===== src/rtl/div_pkg.sv =====
// -----------------------------------------------------------------------------
// div_pkg
// Shared declarations for the bit-serial restoring divider.
//
// Contents:
//   DIV_N_DEFAULT  default operand width (divisor / quotient / remainder)
//   div_state_e    controller state encoding (IDLE, CALC, DONE)
// -----------------------------------------------------------------------------
package div_pkg;

    localparam int DIV_N_DEFAULT = 8;

    typedef enum logic [1:0] {
        IDLE = 2'd0,
        CALC = 2'd1,
        DONE = 2'd2
    } div_state_e;

endpackage : div_pkg


===== src/rtl/div_step.sv =====
// -----------------------------------------------------------------------------
// div_step
// One iteration of restoring division, purely combinational.
//
// The {partial remainder, dividend} register is shifted left by one. The upper
// N+1 bits of the shifted value are compared against the divisor with an
// (N+1)-bit subtractor. If the difference is non-negative it becomes the new
// partial remainder and a 1 enters the quotient. Otherwise the shifted value
// is kept and a 0 enters the quotient.
//
// Parameters:
//   N        operand width
// Ports:
//   rem_i    partial remainder before this step         (N bits)
//   quo_i    remaining dividend bits / quotient so far   (N bits)
//   d_i      divisor                                     (N bits)
//   rem_o    partial remainder after this step           (N bits)
//   quo_o    dividend / quotient bits after this step    (N bits)
// -----------------------------------------------------------------------------
module div_step #(
    parameter int N = 8
) (
    input  logic [N-1:0] rem_i,
    input  logic [N-1:0] quo_i,
    input  logic [N-1:0] d_i,
    output logic [N-1:0] rem_o,
    output logic [N-1:0] quo_o
);

    logic [N:0] shifted_hi;
    logic [N:0] trial;
    logic       trial_nonneg;

    // Upper N+1 bits after the left shift: old remainder plus the next
    // dividend bit dropping in from below.
    assign shifted_hi = {rem_i, quo_i[N-1]};

    // (N+1)-bit subtract, wrapping modulo 2^(N+1).
    assign trial = shifted_hi - {1'b0, d_i};

    // If the shifted value has its top bit set, it is at least 2^N, which
    // exceeds any N-bit divisor, so the true difference is positive even
    // though the wrapped result may show bit N set. Otherwise both operands
    // are below 2^N and bit N of the wrapped result is a true sign bit.
    assign trial_nonneg = shifted_hi[N] | ~trial[N];

    assign rem_o = trial_nonneg ? trial[N-1:0] : shifted_hi[N-1:0];
    assign quo_o = {quo_i[N-2:0], trial_nonneg};

endmodule : div_step


===== src/rtl/bit_serial_divider.sv =====
// -----------------------------------------------------------------------------
// bit_serial_divider
// Unsigned restoring divider: a 2N-bit dividend divided by an N-bit divisor,
// producing one quotient bit per clock, MSB first, with N cycles of latency.
//
// Handshake: start is sampled on a rising edge while the controller is in IDLE
// or DONE. On that edge z and d are captured and done/overflow are cleared.
// Start is ignored while busy. done rises on the edge that completes the last
// quotient bit and stays high, with q and r held, until the next accepted
// start or reset. A start held high in DONE begins the next division on the
// same edge that drops done.
//
// Optional feature (macro DIV_OVF_CHECK_EN): when defined, the upper half of
// the dividend is compared against the divisor at start. If z[2N-1:N] >= d
// (which includes d == 0), the quotient cannot fit in N bits. The block then
// moves straight to DONE on the next edge with overflow = 1 and q = r = 0,
// and never raises busy. When the macro is undefined, overflow is tied to 0
// and every division runs for N cycles, giving the truncated quotient.
//
// Parameters:
//   N          divisor / quotient / remainder width (dividend is 2N)
// Ports:
//   clk        clock, rising edge
//   rst_n      asynchronous active-low reset
//   start      request to begin a division
//   z          dividend, 2N bits, unsigned
//   d          divisor, N bits, unsigned
//   q          quotient, N bits
//   r          remainder, N bits
//   busy       high exactly while in CALC
//   done       result valid
//   overflow   quotient does not fit (only with DIV_OVF_CHECK_EN)
//   dbg_state  current controller state, for observation only
// -----------------------------------------------------------------------------
module bit_serial_divider
    import div_pkg::*;
#(
    parameter int N = DIV_N_DEFAULT
) (
    input  logic           clk,
    input  logic           rst_n,
    input  logic           start,
    input  logic [2*N-1:0] z,
    input  logic [N-1:0]   d,
    output logic [N-1:0]   q,
    output logic [N-1:0]   r,
    output logic           busy,
    output logic           done,
    output logic           overflow,
    output div_state_e     dbg_state
);

    // Number of CALC cycles, one per quotient bit.
    localparam logic [N-1:0] CNT_LOAD = N'(N);
    localparam logic [N-1:0] CNT_LAST = N'(1);

    div_state_e     state_q, state_d;
    logic [2*N-1:0] acc_q,   acc_d;    // {partial remainder, dividend/quotient}
    logic [N-1:0]   dvsr_q,  dvsr_d;
    logic [N-1:0]   count_q, count_d;
    logic [N-1:0]   quo_q,   quo_d;
    logic [N-1:0]   rem_q,   rem_d;
    logic           done_q,  done_d;

    logic [N-1:0]   step_rem;
    logic [N-1:0]   step_quo;
    logic           accept;

`ifdef DIV_OVF_CHECK_EN
    logic           ovf_q, ovf_d;
    logic           ovf_hit;

    // The quotient fits in N bits only when the upper half of the dividend
    // is strictly below the divisor. d == 0 always fails this test.
    assign ovf_hit = (z[2*N-1:N] >= d);
`endif

    // -------------------------------------------------------------------------
    // Datapath step
    // -------------------------------------------------------------------------
    div_step #(
        .N (N)
    ) u_step (
        .rem_i (acc_q[2*N-1:N]),
        .quo_i (acc_q[N-1:0]),
        .d_i   (dvsr_q),
        .rem_o (step_rem),
        .quo_o (step_quo)
    );

    // A new operation may only begin from an idle or finished controller.
    assign accept = start && (state_q == IDLE || state_q == DONE);

    // -------------------------------------------------------------------------
    // Next-state and datapath control
    // -------------------------------------------------------------------------
    always_comb begin
        state_d = state_q;
        acc_d   = acc_q;
        dvsr_d  = dvsr_q;
        count_d = count_q;
        quo_d   = quo_q;
        rem_d   = rem_q;
        done_d  = done_q;
`ifdef DIV_OVF_CHECK_EN
        ovf_d   = ovf_q;
`endif

        unique case (state_q)
            IDLE, DONE: begin
                if (accept) begin
                    state_d = CALC;
                    acc_d   = z;
                    dvsr_d  = d;
                    count_d = CNT_LOAD;
                    done_d  = 1'b0;
`ifdef DIV_OVF_CHECK_EN
                    ovf_d   = 1'b0;
                    if (ovf_hit) begin
                        // Skip the iterations entirely and report overflow.
                        state_d = DONE;
                        acc_d   = '0;
                        count_d = '0;
                        quo_d   = '0;
                        rem_d   = '0;
                        done_d  = 1'b1;
                        ovf_d   = 1'b1;
                    end
`endif
                end
            end

            CALC: begin
                acc_d   = {step_rem, step_quo};
                count_d = count_q - 1'b1;
                if (count_q == CNT_LAST) begin
                    // This edge produces the final quotient bit.
                    state_d = DONE;
                    quo_d   = step_quo;
                    rem_d   = step_rem;
                    done_d  = 1'b1;
                end
            end

            default: begin
                state_d = IDLE;
            end
        endcase
    end

    // -------------------------------------------------------------------------
    // State registers
    // -------------------------------------------------------------------------
    always_ff @(posedge clk or negedge rst_n) begin
        if (!rst_n) begin
            state_q <= IDLE;
            acc_q   <= '0;
            dvsr_q  <= '0;
            count_q <= '0;
            quo_q   <= '0;
            rem_q   <= '0;
            done_q  <= 1'b0;
        end else begin
            state_q <= state_d;
            acc_q   <= acc_d;
            dvsr_q  <= dvsr_d;
            count_q <= count_d;
            quo_q   <= quo_d;
            rem_q   <= rem_d;
            done_q  <= done_d;
        end
    end

`ifdef DIV_OVF_CHECK_EN
    always_ff @(posedge clk or negedge rst_n) begin
        if (!rst_n) begin
            ovf_q <= 1'b0;
        end else begin
            ovf_q <= ovf_d;
        end
    end

    assign overflow = ovf_q;
`else
    assign overflow = 1'b0;
`endif

    // -------------------------------------------------------------------------
    // Outputs
    // -------------------------------------------------------------------------
    // q and r come from dedicated result registers, so they stay stable while
    // a following division is iterating in acc_q.
    assign q         = quo_q;
    assign r         = rem_q;
    assign busy      = (state_q == CALC);
    assign done      = done_q;
    assign dbg_state = state_q;

endmodule : bit_serial_divider


===== config.mk =====
export PLATFORM = sky130hd
export DESIGN_NAME = bit_serial_divider
export DESIGN_NICKNAME = d
export VERILOG_FILES = /design/src/rtl/div_pkg.sv /design/src/rtl/div_step.sv /design/src/rtl/bit_serial_divider.sv
export SDC_FILE = /design/constraint.sdc
export NUM_CORES = 1
export LEC_CHECK = 0
export BUFFER_PORTS_ARGS = -buffer_cell sky130_fd_sc_hd__buf_2
export CORE_MARGIN = 4
export CORE_UTILIZATION = 25
export DETAILED_ROUTE_END_ITERATION = 10
export MAX_ROUTING_LAYER = met4
export PLACE_DENSITY = 0.49
export SLEW_MARGIN = 20
export SYNTH_ARGS = -nofsm -noshare
export SYNTH_HDL_FRONTEND = slang
export SYNTH_SLANG_ARGS = --single-unit

===== constraint.sdc =====
create_clock -name clk -period 2.5 [get_ports clk]
set_input_delay 0.25 -clock clk [delete_from_list [all_inputs] [get_ports clk]]
set_output_delay 0.25 -clock clk [all_outputs]
set_load 0.1 [all_outputs]

==> impl_metrics.toml <==
[cts]
cts_made_buffers = 5
cts.repair.resized = 0
hold_buffers = 1
clk_pin_slew_worst_paths_ns = 0.10
clock_latency_ns = 0.31
cts_tree = "yes"
cts_htree_levels = 2
root_buffer = "clkbuf_8"
postCtsSetupBuffers = 0
cts_sinks = 51
cts_buffer_depth = 2

[logic_synthesis]
ys.warnings.count = 0
syn_area_sq_um = 2580
synth_seq_cells = 51
synth_area_leader_cell = "dfrtp_1"
ys_seq_area_frac = 0.494
synth-edff-count = 0
avgSynthCellArea_sq_um = 9.40
synth_top_area_frac = 0.494
synth.distinct_cells = 46
ys_async_sr_fraction = 1.00
ys_top_cells_by_area = "dfrtp_1, nand2_1, ha_1, o21ai_0, a22oi_1"
ys.flop_type = "dfrtp_1"
syn_nets = 313
synthCells = 275

[detailed_routing]
drt_iter0_drc = 95
dr.pass1.iters = 5
wl_per_cell_um = 15.1
wl_mm = 7.00
route.detailed.vias_per_inst = 4.69
drc = 0
ant_nets = 0
vias = 2168

[place]
io_buffer_count = 46
gp_congestion = 0.847
place_area_sq_um = 3010
dp_hpwl_mm = 5.27
place_ws_ns = 0.282

[die]
placementRows = 36
die_h_um = 110
die_area_sq_um = 12000
ios = 48
start_util = 0.261
die_w_um = 110
core_sq_um = 9910

[worst_setup_path]
cp.arrival_ns = 2.45
start_kind = "register"
cp_data_required_time_ns = 2.74
worstPathMaxFanout = 15
critPathKind = "reg2reg"
r2r_slack_ns = 0.28
endpoint_kind = "register"

[sta]
post-route-period-util = 0.887
finalSetupTns_ns = 0
slew_violations = 0
fin_ws_ns = 0.281
min_period_ns = 2.22
max_freq_mhz = 451
rsz0062_at_grt = "false"
finalSetupViolations = 0
hold_viol_final = 0
timing.clock.skew_ns = 0.00968

[global_routing]
grt_pass1_wl_mm = 11.4
grt_max_degree = 27
grt_pass1_vias = 2194
antenna_found_initial = 0
grt_use_total = 0.126
gr-total-overflow = 0

[job]
max_cap_viol_count = 0

[final_layout]
layout_commonest_cell = "nand2_1"
n_antenna_cell = 0
final_net_count = 366
final_cell_area_sq_um = 3100
syn2layout_area_growth_pct = 20.1
mostFrequentLayoutCells = "nand2_1, dfrtp_1, buf_2, o21ai_0, buf_4"
drive_gt1_frac = 0.228

[run_status]
status = "completed"

[hold_path]
min_path_type = "in2reg"
flip-flops by register name, indices dropped and copies added, names as in the netlist:
name,flops
r,8
count_q,8
done,1
acc_q,16
q,8
dbg_state,2
dvsr_q,8
routing by layer:
| layer | vias up | GRT usage | routed length (um) |
|---|---|---|---|
| li1 | 1058 | - | - |
| met1 | 1041 | 0.169 | 3240 |
| met2 | 59 | 0.196 | 3280 |
| met3 | 10 | 0.0235 | 368 |
| met4 | 0 | 0.0347 | 111 |
| met5 | - | - | 0 |
worst max-delay path, cell delays in order (launching register included):
cell and delay (ns):
dfrtp_1 0.35, inv_1 0.06, ha_1 0.23, fa_1 0.40, nand2b_1 0.18, a211o_1 0.34
and2_4 0.24, nand2b_1 0.19, o21ai_0 0.17
through the flow:
stage	utilization	cells	hold WS [ns]
2_1_floorplan	-	275	-0.0456
3_3_place_gp	0.304	453	0.0482
3_5_place_dp	0.304	453	0.0461
4_1_cts	0.313	462	0.139
5_1_grt	0.313	462	0.146
6_report	0.313	462	0.143
synthesized netlist by cell type, types with 4 or more instances:
cell	instances
clkbuf_1	11
a21oi_1	12
o21ai_0	22
a22oi_1	12
nor2_1	9
ha_1	10
nand2_1	63
mux2i_1	5
a31oi_1	7
nand2b_1	5
inv_1	13
dfrtp_1	51
nand3_1	4
and2_1	4
final timing paths:
kind	from	end	cells past startpoint
max	acc_q[7]	acc_q[13]	8
min	d[4]	dvsr_q[4]	3
max reg2reg	acc_q[7]	acc_q[13]	8
min reg2reg	q[4]	q[4]	2
max in group asynchronous	rst_n	acc_q[14]	3
min in group asynchronous	rst_n	dvsr_q[2]	2
final cells by class:
cell class / count / area, sq um
Inverter: 13 / 48.8
Fill cell: 1093 / 6810
Sequential cell: 51 / 1280
Clock inverter: 3 / 15.0
Tap cell: 133 / 166
Clock buffer: 5 / 68.8
Multi-Input combinational cell: 195 / 1180
Timing Repair Buffer: 62 / 353
kinds of logic (layout without fill, tap and decap cells):
group                    count (synthesis)  after routing  share of synthesized area
XOR/XNOR                                 3              3                     0.0102
AND/OR/NAND/NOR                         98             98                      0.169
buffers and inverters                   29             83                     0.0518
adder cells (fa/ha/maj)                 11             11                     0.0562
AO/OA/AOI/OAI                           77             77                      0.199
multiplexers                             5              5                     0.0194
flip-flops                              51             51                      0.494
other                                    1              1                    0.00145
Power is left out: the tool's default activity adds up to more than one toggle a clock period on the data nets, which glitch-free logic cannot reach.
